### config.mk
export PLATFORM = sky130hd
export DESIGN_NAME = btog_ptr_counter
export DESIGN_NICKNAME = d
export VERILOG_FILES = /design/src/rtl/gray_pkg.sv /design/src/rtl/btog_enc.sv /design/src/rtl/btog_ptr_counter.sv
export SDC_FILE = /design/constraint.sdc
export NUM_CORES = 1
export LEC_CHECK = 0
export CORE_ASPECT_RATIO = 1.4
export CORE_MARGIN = 5
export CORE_UTILIZATION = 25
export DETAILED_ROUTE_END_ITERATION = 12
export HOLD_SLACK_MARGIN = 0.08
export SYNTH_ARGS = -nofsm -noshare
export SYNTH_HDL_FRONTEND = slang
export SYNTH_HIERARCHICAL = 1
export SYNTH_SLANG_ARGS = --single-unit
### constraint.sdc
create_clock -name clk -period 4.3 [get_ports clk]
set_input_delay 1.29 -clock clk [delete_from_list [all_inputs] [get_ports clk]]
set_output_delay 1.29 -clock clk [all_outputs]
set_load 0.03 [all_outputs]
### src/rtl/gray_pkg.sv
// gray_pkg: shared definitions for the Gray pointer path.
//   - GRAY_W_DEFAULT / GRAY_W_MAX : default and largest supported pointer width
//   - ptr_op_e                    : operation selected for the pointer this cycle
//   - bin2gray / gray2bin         : width-agnostic converters; callers zero-extend
//                                   narrower vectors to GRAY_W_MAX bits, which
//                                   leaves the low WIDTH bits of the result exact
//   - popcount                    : number of set bits in a GRAY_W_MAX vector
package gray_pkg;

  localparam int GRAY_W_DEFAULT = 4;
  localparam int GRAY_W_MAX     = 16;
  localparam int POPCNT_W       = 5;

  typedef enum logic [1:0] {
    OP_HOLD  = 2'd0,
    OP_INC   = 2'd1,
    OP_LOAD  = 2'd2,
    OP_CLEAR = 2'd3
  } ptr_op_e;

  function automatic logic [GRAY_W_MAX-1:0] bin2gray(input logic [GRAY_W_MAX-1:0] b);
    return b ^ (b >> 1);
  endfunction

  // Each binary bit is the XOR of all Gray bits at or above it.
  function automatic logic [GRAY_W_MAX-1:0] gray2bin(input logic [GRAY_W_MAX-1:0] g);
    logic [GRAY_W_MAX-1:0] b;
    b[GRAY_W_MAX-1] = g[GRAY_W_MAX-1];
    for (int i = GRAY_W_MAX - 2; i >= 0; i--) begin
      b[i] = b[i+1] ^ g[i];
    end
    return b;
  endfunction

  function automatic logic [POPCNT_W-1:0] popcount(input logic [GRAY_W_MAX-1:0] v);
    logic [POPCNT_W-1:0] c;
    c = '0;
    for (int i = 0; i < GRAY_W_MAX; i++) begin
      c = c + {{(POPCNT_W-1){1'b0}}, v[i]};
    end
    return c;
  endfunction

endpackage

### src/rtl/btog_enc.sv
// btog_enc: purely combinational WIDTH-bit binary-to-Gray encoder.
//   bin_i  : binary input
//   gray_o : Gray encoding of bin_i (gray MSB equals binary MSB)
module btog_enc #(
  parameter int WIDTH = 4
) (
  input  logic [WIDTH-1:0] bin_i,
  output logic [WIDTH-1:0] gray_o
);

  assign gray_o = bin_i ^ (bin_i >> 1);

endmodule

### src/rtl/btog_ptr_counter.sv
// btog_ptr_counter: registered binary count plus a registered Gray copy of the
// same value, both updated on the same edge. gray_q comes straight off a flop so
// it is glitch-free and may be synchronized into another clock domain.
//   clk       : clock, all updates on the rising edge
//   rst       : asynchronous active-high reset
//   clear     : synchronous clear to 0 (highest priority)
//   load      : synchronous load of load_bin
//   load_bin  : value to load
//   inc       : increment modulo 2^WIDTH (lowest priority)
//   bin_q     : registered binary count
//   gray_q    : registered Gray encoding of bin_q
//   gray_next : combinational Gray value gray_q takes on the next edge
//   wrap      : one-cycle pulse after an increment from all-ones to 0
//   step_err  : sticky flag, an increment changed other than exactly one Gray bit
import gray_pkg::*;

module btog_ptr_counter #(
  parameter int WIDTH = GRAY_W_DEFAULT
) (
  input  logic             clk,
  input  logic             rst,
  input  logic             clear,
  input  logic             load,
  input  logic [WIDTH-1:0] load_bin,
  input  logic             inc,
  output logic [WIDTH-1:0] bin_q,
  output logic [WIDTH-1:0] gray_q,
  output logic [WIDTH-1:0] gray_next,
  output logic             wrap,
  output logic             step_err
);

  localparam logic [WIDTH-1:0] ONE = {{(WIDTH-1){1'b0}}, 1'b1};

  ptr_op_e               op;
  logic [WIDTH-1:0]      bin_d;
  logic [WIDTH-1:0]      gray_d;
  logic                  wrap_d;
  logic                  wrap_q;
  logic                  step_err_d;
  logic                  step_err_q;
  logic [GRAY_W_MAX-1:0] gray_diff;
  logic [POPCNT_W-1:0]   gray_diff_cnt;
  logic                  step_bad;

  // Priority: clear > load > inc > hold. A dropped inc never wraps.
  always_comb begin
    op = OP_HOLD;
    if (clear) begin
      op = OP_CLEAR;
    end else if (load) begin
      op = OP_LOAD;
    end else if (inc) begin
      op = OP_INC;
    end
  end

  always_comb begin
    bin_d = bin_q;
    case (op)
      OP_CLEAR: bin_d = '0;
      OP_LOAD:  bin_d = load_bin;
      OP_INC:   bin_d = bin_q + ONE;
      default:  bin_d = bin_q;
    endcase
  end

  // The Gray register is fed from the encoded next-binary value, never from
  // bin_q after its flop, so gray_q itself has no combinational path.
  btog_enc #(
    .WIDTH (WIDTH)
  ) u_enc (
    .bin_i  (bin_d),
    .gray_o (gray_d)
  );

  assign gray_next = gray_d;

  always_comb begin
    gray_diff              = '0;
    gray_diff[WIDTH-1:0]   = gray_q ^ gray_d;
  end

  assign gray_diff_cnt = popcount(gray_diff);

  // Only increments are required to be single-bit steps; load/clear may jump.
  assign step_bad   = (op == OP_INC) && (gray_diff_cnt != POPCNT_W'(1));
  assign step_err_d = step_err_q | step_bad;
  assign wrap_d     = (op == OP_INC) && (bin_q == '1);

  always_ff @(posedge clk or posedge rst) begin
    if (rst) begin
      bin_q      <= '0;
      gray_q     <= '0;
      wrap_q     <= 1'b0;
      step_err_q <= 1'b0;
    end else begin
      bin_q      <= bin_d;
      gray_q     <= gray_d;
      wrap_q     <= wrap_d;
      step_err_q <= step_err_d;
    end
  end

  assign wrap     = wrap_q;
  assign step_err = step_err_q;

endmodule

# After elaboration in Yosys (flattened, before gate mapping)
# Cells that the tools add are included.
dict set report op_classes {
  add_sub_neg 4
  n_eq_ne 5
  n_reduce_logical 2
  muxes 4
  n_lt_le_gt_ge 0
  bitwise 3
  shifts 0
  mul 0
  n_div 0
}
# operator n
set op_table {}
lappend op_table {{one-hot mux 4 bit (3 select lines)} 1}
lappend op_table {{adder 3 x 1 -> 4 bit} 1}
lappend op_table {{adder 4 x 1 -> 4 bit, second input constant} 1}
lappend op_table {{equality test 2 bit, second input constant} 2}
lappend op_table {{equality test 4 bit, second input constant} 1}
lappend op_table {{2-to-1 mux 2 bit} 2}
lappend op_table {{!= test 4 x 1 -> 1 bit, second input constant} 1}
lappend op_table {{XOR 4 x 3 -> 4 bit} 1}
lappend op_table {{XOR 4 bit} 1}
lappend op_table {{adder 2 x 1 -> 3 bit} 1}
lappend op_table {{adder 1 x 1 -> 2 bit} 1}
lappend op_table {{equality test 2 x 1 -> 1 bit, second input constant} 1}
lappend op_table {{logical AND 1 bit} 2}
lappend op_table {{2-to-1 mux 1 bit} 1}
lappend op_table {{OR 1 bit} 1}
dict set report totals {
  ram_bits 0
  regBits 10
  romBits 0
  n_memories 0
  inputBits 9
  latch_bits 0
  out_inout_bits 14
  elab_cells 22
}

# Longest topological paths before layout
# Gate-level depths: netlist of the first run.
dict set report depth {
  ltp_word 13
  ltp_mapped 13
  ltp_nobuf 13
}

# Cells and area by module
# The synthesis of the first run kept the hierarchy.
# mod cells_per_inst n_inst seq_area_each_um2 area_each_um2
set by_module_without_submodules {}
lappend by_module_without_submodules {btog_ptr_counter 44 1 250.2 495.5}
lappend by_module_without_submodules {btog_enc 4 1 0.0 33.8}

# Least setup slack after synthesis of the first run
# OpenSTA, ideal clock, no wires.
dict set report synth_timing {
  path_type {input to register}
  from {in inc}
  to {reg step_err_q, in the netlist step_err}
  path_buffers 0
  t_arrival_ns 3.941
  path_slack_ns 0.239
  setup_time_ns 0.120
  stages 12
  path_cell_list {mux2_1 mux2i_1 nor2_1 xor2_1 xnor2_1 fa_1 inv_1 ha_1 ha_1 nor2_1 nand2_1 a31o_1}
}
dict set report synth_between {
  elab_chain_len 13
  elab_cells_between_ends 15
  cone_classes {add/sub: 3; eq/ne: 4; mux: 4; bitwise: 3; reduce/logical: 1}
}
# item line_no
set synth_lines {}
lappend synth_lines {{from (decl)} btog_ptr_counter.sv:25} ;# input logic inc,
lappend synth_lines {{2-to-1 mux 1 bit (*)} btog_ptr_counter.sv:53} ;# end else if (inc) begin
lappend synth_lines {{2-to-1 mux 2 bit (*)} btog_ptr_counter.sv:51} ;# end else if (load) begin
lappend synth_lines {{2-to-1 mux 2 bit (*)} btog_ptr_counter.sv:49} ;# if (clear) begin
lappend synth_lines {{equality test 2 x 1 -> 1 bit or equality test 2 bit (tied branches)} btog_ptr_counter.sv:60} ;# case (op)
lappend synth_lines {{one-hot mux 4 bit (3 select lines) (*)} btog_ptr_counter.sv:60}
lappend synth_lines {{named net bin_d[1]} btog_ptr_counter.sv:36} ;# logic [WIDTH-1:0] bin_d;
lappend synth_lines {{XOR 4 x 3 -> 4 bit (*)} btog_enc.sv:11} ;# assign gray_o = bin_i ^ (bin_i >> 1);
lappend synth_lines {{named net gray_next[0]} btog_ptr_counter.sv:28} ;# output logic [WIDTH-1:0] gray_next,
lappend synth_lines {{XOR 4 bit (*)} btog_ptr_counter.sv:81} ;# gray_diff[WIDTH-1:0] = gray_q ^ gray_d;
lappend synth_lines {{adder 1 x 1 -> 2 bit (*)} gray_pkg.sv:39} ;# c = c + {{(POPCNT_W-1){1'b0}}, v[i]};
lappend synth_lines {{adder 2 x 1 -> 3 bit (*)} gray_pkg.sv:39}
lappend synth_lines {{adder 3 x 1 -> 4 bit (*)} gray_pkg.sv:39}
lappend synth_lines {{!= test 4 x 1 -> 1 bit (*)} btog_ptr_counter.sv:87} ;# assign step_bad = (op == OP_INC) && (gray_diff_cnt != POPCNT_W'(1));
lappend synth_lines {{logical AND 1 bit (*)} btog_ptr_counter.sv:87}
lappend synth_lines {{OR 1 bit (*)} btog_ptr_counter.sv:88} ;# assign step_err_d = step_err_q | step_bad;
lappend synth_lines {{named net step_err_d} btog_ptr_counter.sv:40} ;# logic step_err_d;
lappend synth_lines {{to (signal assigned)} btog_ptr_counter.sv:101} ;# step_err_q <= step_err_d;
lappend synth_lines {{to (decl)} btog_ptr_counter.sv:41} ;# logic step_err_q;
# The timed path passes the listed nets; every way through them passes the cells marked *.

# Worst setup path in the final report of the first run
dict set report layout_timing {
  from {in inc}
  to {out gray_next[0]}
}
dict set report layout_between {
  elab_chain_len 6
  elab_cells_between_ends 8
  cone_classes {eq/ne: 3; mux: 4; bitwise: 1}
}
# item line_no
set layout_lines {}
lappend layout_lines {{2-to-1 mux 1 bit (*)} btog_ptr_counter.sv:53}
lappend layout_lines {{2-to-1 mux 2 bit (*)} btog_ptr_counter.sv:51}
lappend layout_lines {{2-to-1 mux 2 bit (*)} btog_ptr_counter.sv:49}
lappend layout_lines {{equality test 2 x 1 -> 1 bit or equality test 2 bit (tied branches)} btog_ptr_counter.sv:60}
lappend layout_lines {{one-hot mux 4 bit (3 select lines) (*)} btog_ptr_counter.sv:60}
lappend layout_lines {{named net bin_d[1]} btog_ptr_counter.sv:36}
lappend layout_lines {{XOR 4 x 3 -> 4 bit (*)} btog_enc.sv:11}
lappend layout_lines {{to (decl)} btog_ptr_counter.sv:28}
# Marked as above.

==> results of run 1 <==
==> how the worst max path moves through the flow <==
stage                    endpoint  slack, ps  cells past startpoint
2_1_floorplan  step_err$_DFF_PP0_        240                     12
3_3_place_gp   step_err$_DFF_PP0_         40                     13
3_5_place_dp   step_err$_DFF_PP0_         10                     13
4_1_cts              gray_next[0]         70                      7
5_1_grt              gray_next[0]          2                      8
6_report             gray_next[0]         90                      7
==> per-layer routing <==
layer  global-route usage, %  up-vias
met4                   8.418        0
met2                   13.40       15
met3                   1.376        2
met1                   9.531      205
li1                        -      204
met5                       0        -
==> timing repair <==
item,in CTS,in global routing
endpoints found under the setup margin,0,2
endpoints found under the hold margin,0,0
gates resized for setup,0,4
==> sequential cells by signal (all words and copies together), names as in the netlist <==
| signal | count |
|---|---|
| bin_q | 4 |
| gray_q | 4 |
| step_err | 1 |
| wrap | 1 |
==> stage by stage <==
| step | hold slack (ps) | power (mW) | setup WS, ps |
|---|---|---|---|
| 2_1_floorplan | 656.5 | 0.1930 | 239.1 |
| 3_3_place_gp | 448.7 | 0.2425 | 37.18 |
| 3_5_place_dp | 457.3 | 0.2443 | 10.94 |
| 4_1_cts | 471.2 | 0.3075 | 73.26 |
| 5_1_grt | 504.0 | 0.3291 | 2.173 |
| 6_report | 465.1 | 0.3026 | 93.09 |
==> final cells by class <==
cell class                 instances  area [um2]
tap                               21       26.28
timing repair buffer              26       240.2
multi-input combinational         31       266.5
fill                             212        1172
inverter                           5       18.77
sequential                        10       250.2
clock buffer                       3       22.52
==> report_power, final <==
part	internal [mW]	total (mW)	leakage, nW	switching (mW)
Clock	0.0321	0.0602	0.0138	0.0281
Combinational	0.0598	0.132	0.250	0.0726
Sequential	0.103	0.110	0.125	0.00746
Total	0.194	0.303	0.389	0.108
==> Yosys cell counts <==
library cell / count
a21oi_1: 2
a31o_1: 1
buf_2: 1
buf_4: 1
dfrtp_1: 10
fa_1: 1
ha_1: 3
inv_1: 5
mux2_1: 1
mux2i_1: 2
nand2_1: 2
nand3_1: 1
nand4_1: 1
nor2_1: 5
o21a_1: 2
xnor2_1: 5
xor2_1: 5
==> cell usage in the layout (no fill, tap or decap) <==
master           synthesis  layout
nand3_1                  1       1
dfrtp_1                 10      10
a21oi_1                  2       2
mux2_1                   1       1
o21a_2                   0       1
xor2_2                   0       2
nor2_2                   0       1
o21a_1                   2       1
a31o_1                   1       1
ha_1                     3       3
buf_4                    1       8
mux2i_1                  2       2
xor2_1                   5       3
nor2_1                   5       4
clkbuf_4                 0       3
clkdlybuf4s50_1          0      18
xnor2_1                  5       5
fa_1                     1       1
inv_1                    5       5
nand2_1                  2       2
nand4_1                  1       1
==> cells by family after synthesis <==
logic type / share of synthesized area (%)
buffers and inverters: 5.910
flip-flops: 47.28
AND/OR/NAND/NOR: 7.093
XOR/XNOR: 16.55
multiplexers: 5.910
AO/OA/AOI/OAI: 6.383
adder cells (fa/ha/maj): 10.88
==> results.md, run 1 <==
* Met2 wire length at 597 um
* Worst Hold End: step_err$_DFF_PP0_
* Hold Fails Final Rpt at 0
* Crit-path max FO at 3
* CP max stage delay at 500 ps
* Metal3 WL at 65 um
* Postcts setup bufs at 0
* Critical Path RT at 3010 ps
* Synth area leader: dfrtp_1
* Die area at 3150 um2
* Area growth syn-to-layout at 55.79%
* Slew headroom at 74.51%
* Yosys reg bits at 10
* Post-DR wirelength/cell at 12.06 um
* Die Span Y at 64.44 um
* Cell Pwr Density at 366.9 nW/um2
* RSZ-0062 raised after global routing: no
* Via count at 426
* # DRC at 0
* Slew Limit Fails at 0
* CP delay by family, top: buffers and inverters
* Reg2Reg Setup Slack at 1120 ps
* # setup viols final at 0
* Synth top area cells: dfrtp_1, xnor2_1, xor2_1, ha_1, fa_1
* Post-Syn Area at 529.3 um2
* CTS Hold Buffers Added at 0
* Clock buffer depth at 2
* Crit-path most repeated cell: buf_4
* Reg2Reg Depth at 13
* Num CTS Buffers at 3
* Syn Nets at 61
* Final WL at 1158 um
* Final net count at 90
* Initial drt markers at 4
* Synth cell types at 17
* Startpoint Class: input pin
* Sink Count at 10
* Part of the Yosys area used for sequential elements at 47.28%
* Crit Path Category: in2out
* R2r endpoint: step_err$_DFF_PP0_
* Root Driver: clkbuf_4
* Worst-path cell chain: clkdlybuf4s50_1 -> mux2_1 -> mux2i_1 -> nor2_2 -> xor2_1 -> buf_4 -> buf_4
* Crit path max-delay cell type: clkdlybuf4s50_1
* HP Class: reg2reg
* Share of cells above drive strength 1 at 20.00%
* Worst-path clk slew at 60 ps
* Synth Warn # at 6
* Vias/cell at 4.438
* Remaining antenna violation count at 0
* Global-route wire length before repair at 2111 um
* Tmin final at 4207 ps
* DRT met1 WL at 467 um
* Number of global-route vias before repair at 481
* Initial Utilization at 26.50%
* Largest net degree at the start of global routing at 11
* Crit path launch: inc
* Max capacitance violation total at 0
* Port buffer count at 22
* Routability congestion estimate at 0.7899
* Setup crit end kind: output port
* Final instance area at 824.5 um2
* Total track usage at 8.539%
* Layout Utilization at 41.29%
* Ports at 23
* Setup TNS at 0 ps
* Critical Path AT at 2920 ps
* Placed cell count at 93
* Status: finished, final reports clean
* Static Leak at 0.3889 nW
* Tcrit/Tclk final at 97.84%
* Worst slew pin tran at 381.9 ps
* Startpoint of the lowest-slack hold path: step_err$_DFF_PP0_
* Post-synthesis cell count at 48
* Hold path cells at 1
* Origin of the critical flop-to-flop path: bin_q[0]$_DFF_PP0_
* Non-filler instance count after layout at 96
* FMAX at 237.7 MHz
* Die W at 48.89 um
* Row count at 19
* H-tree depth at 1
* Peak supply drop at 0.0001874 V
* Core area at 1997 um2
* CTS tree: done
* Initial antenna violation count at 0
* DRT Pass-1 Iters at 2
* Grt ovf at 0
* Post-placement cell area at 783.3 um2
* Setup Skew at 1.953 ps
* Synth Area per Inst at 11.03 um2
* Antenna fix cells at 0
* Dpl hpwl at 966.8 um
* Clock latency on the worst-skew pair at 250 ps
* Share of the synthesized area in the top cell type at 47.28%
* Uppermost layer routed: met4
* Critical path buffers and inverters at 3
Note: power is estimated with default switching activity, not from simulation.
==> run 2, diff against run 1 <==
Settings changed: CAP_MARGIN set to 30.
==> results of run 2 <==
No change in the layout: final DEF, timing and power equal those of run 1.
